===== config.mk =====
export PLATFORM = sky130hd
export DESIGN_NAME = apb_slave_mux
export DESIGN_NICKNAME = d
export VERILOG_FILES = /design/src/rtl/apb_slave_mux.sv
export SDC_FILE = /design/constraint.sdc
export NUM_CORES = 1
export LEC_CHECK = 0
export ABC_AREA = 1
export CORE_AREA = 3 3 79 81
export DETAILED_ROUTE_END_ITERATION = 8
export DIE_AREA = 0 0 82 84
export HOLD_SLACK_MARGIN = 0.03
export PLACE_DENSITY_LB_ADDON = 0.12
export SETUP_SLACK_MARGIN = 0.3
export SLEW_MARGIN = 20
export SYNTH_ARGS = -nofsm -noshare
export SYNTH_HDL_FRONTEND = slang
export SYNTH_SLANG_ARGS = --single-unit

===== constraint.sdc =====
create_clock -name hclk -period 2.3 [get_ports hclk]
set_input_delay 0.46 -clock hclk [delete_from_list [all_inputs] [get_ports hclk]]
set_output_delay 0.46 -clock hclk [all_outputs]
set_load 0.005 [all_outputs]

===== src/rtl/apb_slave_mux.sv =====
// APB fan-out from a single bridge port to NUM_SLAVES slaves, with a decode-error
// responder for unmapped slots and an access-phase watchdog that aborts hung slaves.
module apb_slave_mux #(
  parameter int NUM_SLAVES     = 3,
  parameter int SEL_BITS       = 2,
  parameter int SEL_LSB        = 12,
  parameter int PADDR_WIDTH    = 16,
  parameter int APB_DATA_WIDTH = 32,
  parameter int TIMEOUT_CYCLES = 16
) (
  input  logic                                 hclk,
  input  logic                                 hreset,
  input  logic                                 psel_en,
  input  logic                                 penable,
  input  logic [PADDR_WIDTH-1:0]               paddr,
  output logic                                 pready_x,
  output logic                                 pslverr_x,
  output logic [APB_DATA_WIDTH-1:0]            prdata_x,
  output logic [NUM_SLAVES-1:0]                psel_s,
  output logic                                 penable_s,
  input  logic [NUM_SLAVES-1:0]                pready_s,
  input  logic [NUM_SLAVES-1:0]                pslverr_s,
  input  logic [NUM_SLAVES*APB_DATA_WIDTH-1:0] prdata_s,
  input  logic                                 stat_clr,
  output logic                                 stat_decerr,
  output logic                                 stat_timeout,
  output logic [SEL_BITS-1:0]                  stat_to_slave
);

  localparam int CNT_W = (TIMEOUT_CYCLES > 0) ? $clog2(TIMEOUT_CYCLES + 1) : 1;
  localparam logic [CNT_W-1:0] CNT_MAX  = '1;
  localparam logic [CNT_W-1:0] CNT_LAST = (TIMEOUT_CYCLES > 0) ? CNT_W'(TIMEOUT_CYCLES - 1) : '0;

  typedef enum logic [1:0] {IDLE, ACCESS, DONE} state_t;

  state_t                      r_state, w_next;
  logic [SEL_BITS-1:0]         w_idx, r_idx_q;
  logic                        w_decerr, r_decerr_q, w_setup;
  logic [CNT_W-1:0]            r_cnt;
  logic                        w_sel_rdy, w_sel_err;
  logic [APB_DATA_WIDTH-1:0]   w_sel_data;
  logic                        w_rsp_rdy, w_rsp_err, w_abort, w_dec_rsp;
  logic [APB_DATA_WIDTH-1:0]   w_rsp_data;
  logic [NUM_SLAVES-1:0]       w_psel;
  logic                        w_pen;
  logic                        r_stat_decerr, r_stat_timeout;
  logic [SEL_BITS-1:0]         r_stat_to_slave;

  function automatic logic [NUM_SLAVES-1:0] f_onehot(input logic [SEL_BITS-1:0] idx);
    logic [NUM_SLAVES-1:0] v;
    v = '0;
    for (int i = 0; i < NUM_SLAVES; i++)
      if (idx == SEL_BITS'(i)) v[i] = 1'b1;
    return v;
  endfunction

  assign w_idx    = paddr[SEL_LSB +: SEL_BITS];
  assign w_decerr = (32'(w_idx) >= NUM_SLAVES);
  assign w_setup  = psel_en & ~penable;

  // Response mux keyed on the latched index; unmapped indices select nothing.
  always_comb begin
    w_sel_rdy  = 1'b0;
    w_sel_err  = 1'b0;
    w_sel_data = '0;
    for (int i = 0; i < NUM_SLAVES; i++) begin
      if (r_idx_q == SEL_BITS'(i)) begin
        w_sel_rdy  = pready_s[i];
        w_sel_err  = pslverr_s[i];
        w_sel_data = prdata_s[i*APB_DATA_WIDTH +: APB_DATA_WIDTH];
      end
    end
  end

  always_comb begin
    w_next     = r_state;
    w_psel     = '0;
    w_pen      = 1'b0;
    w_rsp_rdy  = 1'b0;
    w_rsp_err  = 1'b0;
    w_rsp_data = '0;
    w_abort    = 1'b0;
    w_dec_rsp  = 1'b0;
    case (r_state)
      IDLE: begin
        if (w_setup) begin
          w_next = ACCESS;
          if (!w_decerr) w_psel = f_onehot(w_idx);
        end
      end
      ACCESS: begin
        if (!r_decerr_q) w_psel = f_onehot(r_idx_q);
        w_pen = penable & ~r_decerr_q;
        if (r_decerr_q) begin
          w_rsp_rdy = 1'b1;
          w_rsp_err = 1'b1;
          w_dec_rsp = 1'b1;
        end else if ((TIMEOUT_CYCLES != 0) && (r_cnt == CNT_LAST) && !w_sel_rdy) begin
          // A slave ready in the final watchdog cycle takes precedence over the abort.
          w_rsp_rdy = 1'b1;
          w_rsp_err = 1'b1;
          w_abort   = 1'b1;
        end else begin
          w_rsp_rdy  = w_sel_rdy;
          w_rsp_err  = w_sel_rdy & w_sel_err;
          w_rsp_data = w_sel_data;
        end
        if (w_rsp_rdy) w_next = DONE;
      end
      DONE: begin
        if (w_setup) begin
          w_next = ACCESS;
          if (!w_decerr) w_psel = f_onehot(w_idx);
        end else if (!psel_en) begin
          w_next = IDLE;
        end
      end
      default: w_next = IDLE;
    endcase
  end

  always_ff @(posedge hclk) begin
    if (hreset) begin
      r_state         <= IDLE;
      r_idx_q         <= '0;
      r_decerr_q      <= 1'b0;
      r_cnt           <= '0;
      r_stat_decerr   <= 1'b0;
      r_stat_timeout  <= 1'b0;
      r_stat_to_slave <= '0;
    end else begin
      r_state <= w_next;
      if ((r_state != ACCESS) && w_setup) begin
        r_idx_q    <= w_idx;
        r_decerr_q <= w_decerr;
        r_cnt      <= '0;
      end else if ((r_state == ACCESS) && !w_rsp_rdy && (r_cnt != CNT_MAX)) begin
        r_cnt <= r_cnt + 1'b1;
      end
      // Set has priority over clear so an event in the clear cycle is never lost.
      r_stat_decerr  <= w_dec_rsp | (r_stat_decerr & ~stat_clr);
      r_stat_timeout <= w_abort | (r_stat_timeout & ~stat_clr);
      if (w_abort) r_stat_to_slave <= r_idx_q;
    end
  end

  assign psel_s        = hreset ? '0   : w_psel;
  assign penable_s     = hreset ? 1'b0 : w_pen;
  assign pready_x      = hreset ? 1'b0 : w_rsp_rdy;
  assign pslverr_x     = hreset ? 1'b0 : w_rsp_err;
  assign prdata_x      = hreset ? '0   : w_rsp_data;
  assign stat_decerr   = hreset ? 1'b0 : r_stat_decerr;
  assign stat_timeout  = hreset ? 1'b0 : r_stat_timeout;
  assign stat_to_slave = hreset ? '0   : r_stat_to_slave;

endmodule


==> results of run 1 <==
## Yosys cell counts, drive strengths merged
cell | count | area, µm²
nand4 | 8 | 50.05
inv | 23 | 86.34
xor2 | 1 | 8.760
o32ai | 2 | 17.52
a21oi | 10 | 50.05
o22ai | 1 | 6.260
nand3 | 13 | 87.59
ha | 3 | 37.54
clkinv | 1 | 3.750
a31oi | 33 | 362.8
buf | 7 | 58.80
dfxtp | 14 | 280.3
clkbuf | 8 | 30.03
nor2 | 14 | 83.83
o31ai | 2 | 15.01
o21ai | 4 | 20.02
nand2 | 119 | 449.2
## power by group
group	internal [mW]	leakage (nW)	switching, mW	total [mW]
logic	0.289	1.39	0.207	0.496
clock network	0.152	0.0288	0.0933	0.245
registers	0.248	0.115	0.00776	0.256
## metrics by stage
step           utilization [%]  total power, mW  setup TNS (ns)  std cells
2_1_floorplan                -           0.4255               0        263
3_3_place_gp             61.70           0.7165          -11.83        499
3_5_place_dp             61.70           0.7208          -12.02        499
4_1_cts                  64.00           0.9763          -1.241        509
5_1_grt                  66.69            1.050         -0.9907        514
6_report                 66.69           0.9961        -0.04727        514
## worst reg2reg max path, delay by kind of cell (launching register included)
kind	cells	cell delay, ns
compound gates	1	0.06
fa+ha+maj	2	0.33
buf+inv	4	0.45
flops	1	0.33
simple gates	6	0.49
## placed cells by master (no fill, tap or decap), types with 2 or more instances in the layout
cell type and instances:
nand2_1 116, nor2_2 4, a31oi_4 16, a21oi_1 10
nor2_4 3, a31oi_2 3, clkbuf_2 7, dlygate4sd2_1 7
inv_4 2, nand4_1 8, ha_4 2, buf_4 25
dfxtp_2 3, buf_2 26, clkbuf_8 4, o21ai_0 3
o31ai_1 2, clkdlybuf4s15_2 2, nand3_1 10, buf_6 8
inv_2 6, buf_12 5, a31oi_1 14, inv_1 15
clkdlybuf4s50_1 105, nand2_4 3, nand3_2 2, dfxtp_1 10
nor2_1 6, buf_16 2
## repair_timing
item | in CTS | in global routing
pin swaps | 6 | 9
resized for setup | 153 | 47
buffers inserted | 3 | 4
endpoints found under the setup margin | 42 | 38
cloned | 3 | 1
## cell families after synthesis
kind of cell    count (synthesis)
buf+inv                        39
fa+ha+maj                       3
compound gates                 52
simple gates                  154
flops                          14
xor+xnor                        1
## state kept, by name (all words and copies together), names as in the netlist
register         count
r_state              2
r_cnt                5
r_idx_q              2
r_stat_timeout       1
r_decerr_q           1
r_stat_decerr        1
r_stat_to_slave      2
## worst paths after layout
path / start / to / slack [ns] / cells after the start
setup / recovery: r_cnt[1] / prdata_x[19] / -0.02 / 11
hold / removal: r_stat_timeout / r_stat_timeout / 0.46 / 2
setup reg to reg: r_cnt[1] / r_cnt[1] / 0.51 / 13
hold reg to reg: r_stat_timeout / r_stat_timeout / 0.46 / 2
## cell type report
class / instances / area share, %
clock buffer: 4 / 1.490
inverter: 24 / 2.574
multi-input combinational: 210 / 36.84
sequential: 14 / 7.789
tap: 72 / 2.438
timing repair buffer: 190 / 48.87
## routing by layer
layer  track usage, %  vias up  share of wire [%]
li1                 -     1243                  -
met3            5.076        8                7.6
met4            3.474        0               0.98
met2            39.31       97                 54
met1            23.11     1140                 38
met5                0        -                  0
==> flow_summary.yaml, run 1 <==
logic_synthesis:
  synth_area_um2: 1648
  synth_area_per_cell_um2: 6.266
  postSynthNetCount: 389
  post_synth_fa_ha_maj_area_fraction_pct: 2.278
  synth_simple_gate_area_share_pct: 40.70
  dominant_combinational_cell_family_by_area_after_synthesis: "simple AND/OR/NAND/NOR gates"
  synthesis.yosys.warnings: 0
  post_synth_mux_area_share_pct: 0
  synth_cell_types: 29
  syn-instance-count: 263
  sequential_element_share_of_the_synthesized_area_pct: 17.01
  synth_compound_gate_area_share_pct: 28.63
  synth.ff_latch_count: 14
  synth_xor_area_share_pct: 0.5315
timing:
  timing.final.crit_period_ns: 2.317
  worst_pin_slew_ns: 0.2622
  timing.clock.skew_ns: 0.003626
  hold-worst-slack_ns: 0.4624
  max_clk_rate_mhz: 431.5
  final_hold_viols: 0
  slew_violations: 0
  post-route-period-util_pct: 100.8
  remaining_max_slew_budget_at_the_tightest_pin_pct: 82.48
  setup_viol: 5
  final.setup.worst_slack_ns: -0.01739
  rsz0062_at_grt: "true"
placement:
  gpl_wtd_cong: 0.8262
  post-place-ws_ns: -0.3757
  dp.final_hpwl_um: 5605
  detailed_place.area_um2: 3418
  port_buffers: 150
critical_path:
  critPathRequiredTime_ns: 1.84
  crit_path_start_kind: "flop"
  cp_cell_sequence: "ha_4 -> nand2_4 -> nor2_4 -> ha_4 -> buf_6 -> nand2_4 -> nand3_4 -> buf_12 -> clkbuf_16 -> a31oi_1 -> buf_2"
  family_with_the_most_delay_on_the_worst_path: "buffers and inverters"
  critPathBufInv: 4
  worst-setup-path-type: "reg2out"
  cp.arrival_ns: 1.86
  critical_path_peak_fanout: 5
  critical-path-max-stage-delay_ns: 0.33
  worst_path_max_delay_cell: "dfxtp_2"
  endpoint_kind: "primary output"
floorplanning:
  dieHeight_um: 84
  top_level_ports: 165
  die_width_um: 82
  fp.dieArea_um2: 6888
  core_region_area_um2: 5540
  rows: 27
  initial_core_util_pct: 29.74
clock_tree:
  cts-root-to-sink-buffers: 2
  clock_latency_ns: 0.25
  cts.clk_slew.worst_paths_ns: 0.06
  cts.root.buffer_cell: "clkbuf_8"
  clock_tree_from_tritoncts: "built"
  cts_sinks: 14
  postCtsHoldBufs: 0
  ctsHtreeMaxLevel: 1
  number_of_clock_buffers_inserted_by_tritoncts: 3
global_routing:
  grt_pass1_vias: 2373
  grt_remaining_overflow: 0
  global_router_s_overall_resource_usage_pct: 20.85
  first_pass_grt_wire_length_um: 11420
  maximum_number_of_pins_on_one_net_before_global_route_repair: 35
  grt_antenna_before_repair: 0
layout:
  sequential_cell_area_um2: 287.8
  area_delta_synth_final_pct: 124.2
  design_area_final_um2: 3695
  antenna_cells: 0
  nets: 569
  multiInputGateArea_um2: 1361
  fraction_of_layout_instances_using_a_drive_strength_above_1_pct: 29.41
  num-fill-cells: 491
run_status:
  run_status: "finished with violations"
  violations: "negative setup slack"
detailed_routing:
  drt-vias-per-instance: 4.840
  drc: 0
  initialDrtViolationCount: 41
  drt-wirelength-per-cell_um: 14.75
  routed_wirelength_um: 7582
  num_vias: 2488
  detail-route-antenna-nets: 0
  first_pass_iters: 4
power:
  power_leakage_nw: 1.530
  cellPowerDensity_nw_per_um2: 269.6
  ir_worst_vdd_mv: 0.2344
flow_run:
  cap_violations: 0
worst_hold_path:
  hold_path_class: "reg2reg"
No activity file was read; power rests on OpenSTA's default activity.
==> run 2: changes to the inputs <==
--- a/config.mk
+++ b/config.mk
@@ -9,6 +9,7 @@
 export CORE_AREA = 3 3 79 81
 export DETAILED_ROUTE_END_ITERATION = 8
 export DIE_AREA = 0 0 82 84
+export GPL_TIMING_DRIVEN = 0
 export HOLD_SLACK_MARGIN = 0.03
 export PLACE_DENSITY_LB_ADDON = 0.12
 export SETUP_SLACK_MARGIN = 0.3
==> flow_summary.yaml, run 2 (synthesized netlist as in run 1, its figures left out) <==
detailed_routing:
  drt-vias-per-instance: 4.936
  routed_wirelength_um: 8037
  first_pass_iters: 6
  num_vias: 2532
  initialDrtViolationCount: 76
  detail-route-antenna-nets: 0
  drt-wirelength-per-cell_um: 15.67
  drc: 0
critical_path:
  timing.reg2reg.worst_path_depth: 13
  crit_path_start_kind: "flop"
  cp_cell_sequence: "ha_4 -> nand2_4 -> nor2_4 -> ha_4 -> nand2_4 -> nand3_4 -> buf_12 -> buf_12 -> buf_8 -> a31oi_4 -> buf_2"
  timing.rr.end: "r_cnt[2]"
  critPathRequiredTime_ns: 1.84
  endpoint_kind: "primary output"
  worstSetupStartpoint: "r_cnt[1]"
  critical-path-max-stage-delay_ns: 0.35
  cp.arrival_ns: 1.91
  r2r_start: "r_cnt[1]"
  reg2reg_setup_slack_ns: 0.44
  worst-setup-path-type: "reg2out"
  worst_path_max_delay_cell: "dfxtp_4"
  timing.critical_path.to: "prdata_x[9]"
  critical_path_peak_fanout: 6
clock_tree:
  cts_sinks: 14
  ctsHtreeMaxLevel: 1
  clock_tree_from_tritoncts: "built"
  clock_latency_ns: 0.25
  number_of_clock_buffers_inserted_by_tritoncts: 3
  cts.root.buffer_cell: "clkbuf_8"
  cts-root-to-sink-buffers: 2
  cts.clk_slew.worst_paths_ns: 0.06
  postCtsHoldBufs: 0
layout:
  antenna_cells: 0
  mostFrequentLayoutCells: "nand2_1, clkdlybuf4s50_1, buf_2, a31oi_4, inv_1"
  nets: 568
  utilization_pct: 66.10
  num-fill-cells: 513
  fraction_of_layout_instances_using_a_drive_strength_above_1_pct: 30.39
  mostFrequentLayoutCell: "nand2_1"
  regMostFlops: "r_cnt"
  largest_reg_flops: 5
  area_delta_synth_final_pct: 122.2
global_routing:
  maximum_number_of_pins_on_one_net_before_global_route_repair: 11
  first_pass_grt_wire_length_um: 11450
  global_router_s_overall_resource_usage_pct: 21.29
  grt_remaining_overflow: 0
  grt_antenna_before_repair: 0
  grt_pass1_vias: 2387
timing:
  slew_violations: 0
  remaining_max_slew_budget_at_the_tightest_pin_pct: 68.65
  post-route-period-util_pct: 103.0
  max_clk_rate_mhz: 422.2
  timing.clock.skew_ns: 0.001445
  worst_pin_slew_ns: 0.4703
  timing.final.crit_period_ns: 2.369
  final.setup.worst_slack_ns: -0.06863
  setup_viol: 9
  final_hold_viols: 0
  rsz0062_at_grt: "true"
  hold-worst-slack_ns: 0.4640
floorplanning:
  fp.dieArea_um2: 6888
  initial_core_util_pct: 29.74
  rows: 27
  top_level_ports: 165
  dieHeight_um: 84
  die_width_um: 82
  core_region_area_um2: 5540
placement:
  post-place-ws_ns: -0.5091
  port_buffers: 149
  dp.final_hpwl_um: 5854
  gpl_wtd_cong: 0.8140
run_status:
  violations: "negative setup slack"
  run_status: "finished with violations"
power:
  ir_worst_vdd_mv: 0.3126
  cellPowerDensity_nw_per_um2: 273.6
  power_leakage_nw: 1.520
worst_hold_path:
  hold_path_class: "reg2reg"
flow_run:
  cap_violations: 0
==> run 2: layout make-up <==
| class | instances | area [µm²] | share of cell area [%] |
|---|---|---|---|
| multi-input cells | 210 | 1410 | 38.50 |
| inverters | 24 | 95.09 | 2.597 |
| clock buffers | 4 | 55.05 | 1.503 |
| repair buffers | 174 | 1597 | 43.59 |
| well taps | 72 | 90.09 | 2.460 |
| plain buffers | 15 | 126.4 | 3.451 |
| flip-flops and latches | 14 | 289.0 | 7.892 |
==> run 2: worst max-delay path, delay by kind of cell, from the launching register on <==
family	cells	cell delay (ns)
buffers and inverters	4	0.58
flip-flops	1	0.35
adder cells (fa/ha/maj)	2	0.33
AND/OR/NAND/NOR	4	0.27
AO/OA/AOI/OAI	1	0.12
==> run 2: where the power goes <==
group	internal, mW	switching, mW
Clock	0.152	0.0961
Combinational	0.279	0.222
Sequential	0.247	0.00627
Total	0.678	0.324
==> run 2: routing by layer <==
layer  GRT usage (%)  wire length [µm]
met3           5.292               601
met5               0                 0
met2           40.93              4401
met4           4.532               108
met1           22.40              2926
==> run 2: stage by stage <==
stage                     setup TNS, ns  instance area [µm²]  cells  total power [mW]
after global routing            -0.9642                 3662    513             1.051
after floorplan                       0                 1648    263            0.4255
after global placement           -13.94                 3229    484            0.6805
final                           -0.3222                 3662    513             1.002
after CTS                       -0.3763                 3435    506            0.9646
after detailed placement         -15.26                 3229    484            0.6844
==> run 2: how the worst min path moves through the flow <==
stage                    from             end  slack [ns]  depth (start not counted)
6_report       r_stat_timeout  r_stat_timeout        0.46                          2
5_1_grt        r_stat_timeout  r_stat_timeout        0.49                          2
4_1_cts        r_stat_timeout  r_stat_timeout        0.47                          2
3_5_place_dp   r_stat_timeout  r_stat_timeout        0.46                          2
3_3_place_gp   r_stat_timeout  r_stat_timeout        0.45                          2
2_1_floorplan  r_stat_timeout  r_stat_timeout        0.44                          2
==> run 2: what timing repair did <==
item | 4_1_cts | 5_1_grt
cloned | 3 | 0
endpoints found under the hold margin | 0 | 0
buffers inserted | 15 | 7
setup endpoints to repair | 40 | 39
pin swaps | 11 | 7
resized for setup | 195 | 46
==> run 3: changes to the inputs <==
--- a/config.mk
+++ b/config.mk
@@ -13,7 +13,6 @@
 export HOLD_SLACK_MARGIN = 0.03
 export PLACE_DENSITY_LB_ADDON = 0.12
 export SETUP_SLACK_MARGIN = 0.3
-export SLEW_MARGIN = 20
 export SYNTH_ARGS = -nofsm -noshare
 export SYNTH_HDL_FRONTEND = slang
 export SYNTH_SLANG_ARGS = --single-unit
==> results of run 3 <==
The final DEF is identical to that of run 2; final timing and power are the same.
